==> config.mk <==
export PLATFORM = sky130hd
export DESIGN_NAME = serial_bus_arbiter
export DESIGN_NICKNAME = d
export VERILOG_FILES = /design/src/rtl/serial_bus_arbiter.sv
export SDC_FILE = /design/constraint.sdc
export NUM_CORES = 1
export LEC_CHECK = 0
export ABC_AREA = 1
export BUFFER_PORTS_ARGS = -buffer_cell sky130_fd_sc_hd__buf_2
export CORE_MARGIN = 4
export CORE_UTILIZATION = 50
export DETAILED_ROUTE_END_ITERATION = 8
export PLACE_DENSITY = 0.8
export SLEW_MARGIN = 20
export SYNTH_ARGS = -nofsm -noshare
export SYNTH_HDL_FRONTEND = slang
export SYNTH_SLANG_ARGS = --single-unit
==> constraint.sdc <==
create_clock -name clk -period 1.35 [get_ports clk]
set_input_delay 0.135 -clock clk [delete_from_list [all_inputs] [get_ports clk]]
set_output_delay 0.135 -clock clk [all_outputs]
set_load 0.02 [all_outputs]
==> src/rtl/serial_bus_arbiter.sv <==
// Round-robin arbiter for the shared serial bus with a single parked split transaction.
// All outputs registered; a released or split bus always spends one IDLE cycle before the next grant.
module serial_bus_arbiter #(
  parameter int NUM_MASTERS = 2,
  parameter int SEL_WIDTH   = 2
) (
  input  logic                   clk,
  input  logic                   rstn,
  input  logic [NUM_MASTERS-1:0] breq,
  output logic [NUM_MASTERS-1:0] bgrant,
  output logic [NUM_MASTERS-1:0] msplit,
  output logic [SEL_WIDTH-1:0]   msel,
  output logic                   bus_busy,
  input  logic                   ssplit,
  input  logic                   split_done,
  output logic                   split_err
);

  typedef enum logic {IDLE, OWNED} state_t;

  localparam logic [NUM_MASTERS-1:0] ONE = NUM_MASTERS'(1);

  state_t                 state, state_nxt;
  logic [SEL_WIDTH-1:0]   owner, owner_nxt;
  logic [SEL_WIDTH-1:0]   rr, rr_nxt;
  logic [SEL_WIDTH-1:0]   split_owner, split_owner_nxt;
  logic                   split_pending, split_pending_nxt;
  logic                   split_ready, split_ready_nxt;
  logic [NUM_MASTERS-1:0] owner_oh, split_oh, eligible;
  logic [NUM_MASTERS-1:0] bgrant_nxt, msplit_nxt;
  logic                   bus_busy_nxt, split_err_nxt;
  logic                   pick_vld;
  logic [SEL_WIDTH-1:0]   pick, pick_rr;
  logic                   owner_req, split_req;

  assign owner_oh  = ONE << owner;
  assign split_oh  = ONE << split_owner;
  assign owner_req = |(breq & owner_oh);
  assign split_req = |(breq & split_oh);
  assign eligible  = breq & ~(split_pending ? split_oh : '0);
  assign msel      = owner;

  // rr holds the index where the next search starts (one past the last normal grant),
  // so a reset value of 0 gives master 0 first priority.
  always_comb begin : rr_search
    int c;
    int n;
    pick_vld = 1'b0;
    pick     = '0;
    pick_rr  = '0;
    c        = 0;
    n        = 0;
    for (int i = 0; i < NUM_MASTERS; i++) begin
      c = int'(rr) + i;
      if (c >= NUM_MASTERS) c = c - NUM_MASTERS;
      n = (c == NUM_MASTERS - 1) ? 0 : c + 1;
      if (!pick_vld && (|(eligible & (ONE << c)))) begin
        pick_vld = 1'b1;
        pick     = SEL_WIDTH'(c);
        pick_rr  = SEL_WIDTH'(n);
      end
    end
  end

  always_ff @(posedge clk) begin
    if (!rstn) begin
      state         <= IDLE;
      owner         <= '0;
      rr            <= '0;
      split_owner   <= '0;
      split_pending <= 1'b0;
      split_ready   <= 1'b0;
      bgrant        <= '0;
      msplit        <= '0;
      bus_busy      <= 1'b0;
      split_err     <= 1'b0;
    end else begin
      state         <= state_nxt;
      owner         <= owner_nxt;
      rr            <= rr_nxt;
      split_owner   <= split_owner_nxt;
      split_pending <= split_pending_nxt;
      split_ready   <= split_ready_nxt;
      bgrant        <= bgrant_nxt;
      msplit        <= msplit_nxt;
      bus_busy      <= bus_busy_nxt;
      split_err     <= split_err_nxt;
    end
  end

  always_comb begin
    state_nxt         = state;
    owner_nxt         = owner;
    rr_nxt            = rr;
    split_owner_nxt   = split_owner;
    split_pending_nxt = split_pending;
    split_ready_nxt   = split_ready;

    if (split_done && split_pending) split_ready_nxt = 1'b1;
    // A parked master that gives up its request becomes an ordinary requester again.
    if (split_pending && !split_req) begin
      split_pending_nxt = 1'b0;
      split_ready_nxt   = 1'b0;
    end

    case (state)
      IDLE: begin
        if (split_pending && split_ready && split_req) begin
          state_nxt         = OWNED;
          owner_nxt         = split_owner;
          split_pending_nxt = 1'b0;
          split_ready_nxt   = 1'b0;
        end else if (pick_vld) begin
          state_nxt = OWNED;
          owner_nxt = pick;
          rr_nxt    = pick_rr;
        end
      end
      OWNED: begin
        if (!owner_req) begin
          state_nxt = IDLE;
        end else if (ssplit && !split_pending) begin
          state_nxt         = IDLE;
          split_owner_nxt   = owner;
          split_pending_nxt = 1'b1;
          split_ready_nxt   = 1'b0;
        end
      end
      default: state_nxt = IDLE;
    endcase
  end

  always_comb begin
    bgrant_nxt    = (state_nxt == OWNED) ? (ONE << owner_nxt) : '0;
    msplit_nxt    = split_pending_nxt ? (ONE << split_owner_nxt) : '0;
    bus_busy_nxt  = (state_nxt == OWNED);
    split_err_nxt = (state == OWNED) && ssplit && split_pending;
  end

endmodule

* After elaboration in Yosys (flattened, before gate mapping)
Index checks and enable logic that the tools add are counted.
** Storage, ports and cells
- Register bits after elaboration :: 14
- Input port bits :: 6
- Output and inout bits :: 8
- Logic and storage cells :: 83
** Operators by class
- Add/sub/neg operators :: 5
- Magnitude comparators :: 2
- Equal/unequal tests :: 2
- Shift operators :: 6
- Mux-type cells :: 33
- Bitwise logic cells :: 8
- Reduce and logical (&&, ||, !) cells :: 18
** Operators with widths (count)
- 32-bit by 2-bit == test with 1-bit output, second input constant :: 2
- 32-bit 2-to-1 mux :: 2
- 1-bit by 32-bit left shift with 2-bit output, first input constant :: 2
- 2-bit 2-to-1 mux :: 13
- 1-bit 2-to-1 mux :: 15
- 2-bit bitwise AND :: 5
- 1-bit logical AND :: 8
- 2-bit OR reduction :: 4
- 1-bit by 2-bit left shift with 2-bit output, first input constant :: 4
- 1-bit case mux with 2 select lines :: 3
- 2-bit adder, second input constant :: 2
- 2-bit AND reduction :: 2
- 3-bit by 2-bit subtractor with 4-bit output, second input constant :: 1
- 2-bit by 1-bit adder with 3-bit output, second input constant :: 1
- 3-bit by 2-bit greater-or-equal comparator with 1-bit output, second input constant :: 1
- 1-bit logical NOT :: 3
- 3-bit AND reduction :: 1
- 2-bit by 2-bit subtractor with 3-bit output, second input constant :: 1
- 2-bit greater-or-equal comparator, second input constant :: 1
- 1-bit inverter :: 2
- 2-bit inverter :: 1

* Longest topological paths before layout
- Depth after elaboration :: 14
- Mapped depth :: 10
- Depth with buffers taken out :: 10

* Worst setup path after synthesis
OpenSTA, ideal clock, no wires.
- Path kind :: register to register
- From :: register state
- To :: register msplit[0]
- Library setup time :: 110 ps
- Arrival time :: 1049 ps
- Required time :: 1240 ps
- Path slack :: 191 ps
- Cell stages (with the launch flop) :: 8
- Buffers on the path :: 0
- Period minus slack after synthesis :: 1159 ps
- Cell sequence :: dfxtp_1 > nand2_2 > nor2_2 > nand3_2 > nand2_1 > o21ai_2 > inv_1 > nor2_1
** Between the ends
- Longest elaborated chain between the ends :: 3
- Elaborated cells on any way between the ends :: 5
- Those cells by class :: shift (1); mux (2); bitwise (1); reduce/logical (1)
** Ends and longest elaborated chain
- from (decl) :: line 23 : state_t state, state_nxt;
- from (signal assigned) :: line 78 : state <= state_nxt;
- 1-bit inverter (no line)
- 1-bit case mux with 2 select lines :: line 106 : case (state)
- 2-bit AND reduction (no line)
- to (signal assigned) :: line 85 : msplit <= msplit_nxt;
- to (decl) :: line 11 : output logic [NUM_MASTERS-1:0] msplit,
Several ways; a longest one is shown, not always the timed one.
A chain may end at the register's enable or synchronous reset.

* Worst setup path in the final report
Ends and elaborated chain as after synthesis.

==> impl_metrics.tcl <==
set metrics [dict create \
    power_frac_clock 0.253 \
    track_usage 0.150 \
    p_leak_nw 0.388 \
    synth_ff_type "dfxtp_1" \
    grt_pass1_wl_mm 2.24 \
    critical_path.top_delay_family "simple AND/OR/NAND/NOR gates" \
    whs_ns 0.107 \
    layout_worst_path_cycle_share 0.892 \
    die_w_um 46.3 \
    rows 13 \
    clock_path_buffers 2 \
    pin_count 14 \
    critical_path.cell_chain "nand2_2 > nor2_2 > nand3_2 > o21ai_2 > inv_1 > nor2_1" \
    ctsHoldBuffers 0 \
    setup-tns-final_ns 0 \
    p_switching_w 0.000303 \
    clk_pin_slew_worst_paths_ns 0.08 \
    numCtsBuffers 3 \
    num_vias 622 \
    yosysWarningCount 0 \
    setup_viol 0 \
    antenna_found_initial 0 \
    start_util 0.550 \
    finalClockSkew_ns 0.000608 \
    final_max_slew_viol_count 0 \
    intPower_w 0.000620 \
    numPortBuffers 13 \
    worst-path-buf-inv 1 \
    drt-total-wl_mm 1.43 \
    drv_cap 0 \
    crit_type "reg -> reg" \
    ant_nets 0 \
    cp-start-kind "flip-flop" \
    drc 0 \
    seq_area_frac_synth 0.382 \
    fmax_ghz 0.830 \
    dp_hpwl_mm 1.09 \
    path_max_fanout 5 \
    min_period_ns 1.20 \
    fp.dieH_um 46.3 \
    first_pass_iters 4 \
    clk_latency_ns 0.28 \
    fin_util 0.622 \
    synth_nets 101 \
    synth_seq_cells 14 \
    n_antenna_cell 0 \
    synth_edf_count 0 \
    switching_share 0.328 \
    avgRoutedWirePerCell_um 11.4 \
    drive_gt1_frac 0.455 \
    post_cts_buffers 0 \
    htree_num_levels 1 \
    critPathArrivalTime_ns 1.43 \
    power_density_mw_per_mm2 1110 \
    hold_viol 0 \
    cts_root_buffer "clkbuf_4" \
    avgSynthCellArea_um2 7.72 \
    critPathCaptureType "flip-flop" \
    cp.required_ns 1.57 \
    die_area_mm2 0.00214 \
    power_w 0.000923 \
    viasPerCell 4.98 \
    crit_path_top_delay_cell "dfxtp_1" \
    ys_types 26 \
    mappedNetlistArea_um2 733 \
    cts_tree "yes" \
    p_comb_frac 0.241 \
    drtIter0Drc 16 \
    power_frac_seq 0.506 \
    tightest_slew_ns 0.310 \
    peakVddDrop_mv 0.704 \
    synthesis.instances 95 \
    fill_cells 119 \
    area_growth_pct 13.1 \
    async_flop_share 0 \
    status "finished, final reports clean" \
    clock_sinks 14 \
    rsz0062_at_grt "false" \
    slew_headroom 0.793 \
    grt_pass1_vias 561 \
    min_path_type "in -> reg" \
    max_stage_delay_ns 0.44 \
    place.gp.congestion 0.769 \
    grt_max_degree 10 \
    final_nets 118 \
    overflow 0 \
    core_mm2 0.00133 \
]
[path summary, 6_finish.rpt]
check                           startpoint   endpoint  slack [ns]  cells past startpoint
worst max-delay path                 state  msplit[0]        0.15                      6
worst min-delay path                ssplit  split_err        0.11                      3
worst max register to register       state  msplit[0]        0.15                      6
worst min register to register     msel[1]    msel[1]        0.47                      2
[stage by stage]
| stage | std cells | worst slack, ns | instance area [um^2] |
|---|---|---|---|
| 6_report | 125 | 0.145 | 830 |
| 3_5_place_dp | 122 | 0.0862 | 806 |
| 2_1_floorplan | 95 | 0.191 | 733 |
| 5_1_grt | 125 | 0.0330 | 830 |
| 3_3_place_gp | 122 | 0.0977 | 806 |
| 4_1_cts | 125 | 0.0584 | 828 |
[cell usage in the layout, fill, tap and decap left out, drive strengths merged, types with 2 or more instances in the layout]
cell type,n
nor2,19
a21oi,3
nand3,7
dfxtp,14
o211ai,2
inv,18
nand2,21
o21ai,4
clkbuf,3
buf,13
[flip-flops by register name, summed over array words and instances, names as in the netlist]
register / count
bgrant: 2
rr: 2
split_pending: 1
state: 1
split_err: 1
msel: 2
msplit: 2
split_owner: 2
split_ready: 1
[worst register-to-register path, delay by kind of cell, from the launching register on]
family	cells	cell delay [ns]
AO/OA/AOI/OAI	1	0.18
flip-flops	1	0.44
AND/OR/NAND/NOR	4	0.46
buffers and inverters	1	0.05
[cell usage after synthesis, types with 2 or more instances]
library cell,number,area (um^2)
inv_1,13,48.8
inv_2,4,15.0
nand3_2,3,30.0
nand2_2,10,62.6
o21ai_2,2,17.5
nor2_1,11,41.3
nor2_2,7,43.8
nand2_1,10,37.5
a21oi_2,2,17.5
dfxtp_1,14,280
nand3_1,4,20.0
[power groups by stage]
stage	Clock [W]	Sequential (W)	Combinational, W
5_1_grt	0.000259	0.000470	0.000246
4_1_cts	0.000243	0.000466	0.000224
3_5_place_dp	0	0.000475	0.000222
6_report	0.000234	0.000467	0.000222
2_1_floorplan	0	0.000490	0.000157
3_3_place_gp	0	0.000474	0.000220
[timing repair]
action,4_1_cts,5_1_grt
hold endpoints to repair,0,0
setup endpoints to repair,0,2
resized for setup,0,1
[cell families after synthesis]
kind of cell / share of synthesized area
DFF: 0.382
and+or+nand+nor: 0.386
buffers and inverters: 0.111
AOI/OAI and AO/OA: 0.121
[routing by layer]
metal	wire length, um	track usage	vias to the layer above
li1	-	-	325
met1	696	0.195	278
met2	636	0.214	14
met3	53	0.0234	5
met4	44	0.119	0
met5	0	0	-
[cell type report]
| type | instances | area [um^2] | share of cell area |
|---|---|---|---|
| multi-input combinational | 62 | 372 | 0.448 |
| sequential | 14 | 282 | 0.339 |
| inverter | 18 | 70.1 | 0.0845 |
| timing repair buffer | 13 | 65.1 | 0.0784 |
| clock buffer | 3 | 22.5 | 0.0271 |
| tap | 15 | 18.8 | 0.0226 |
No activity file was read; power rests on OpenSTA's default activity.
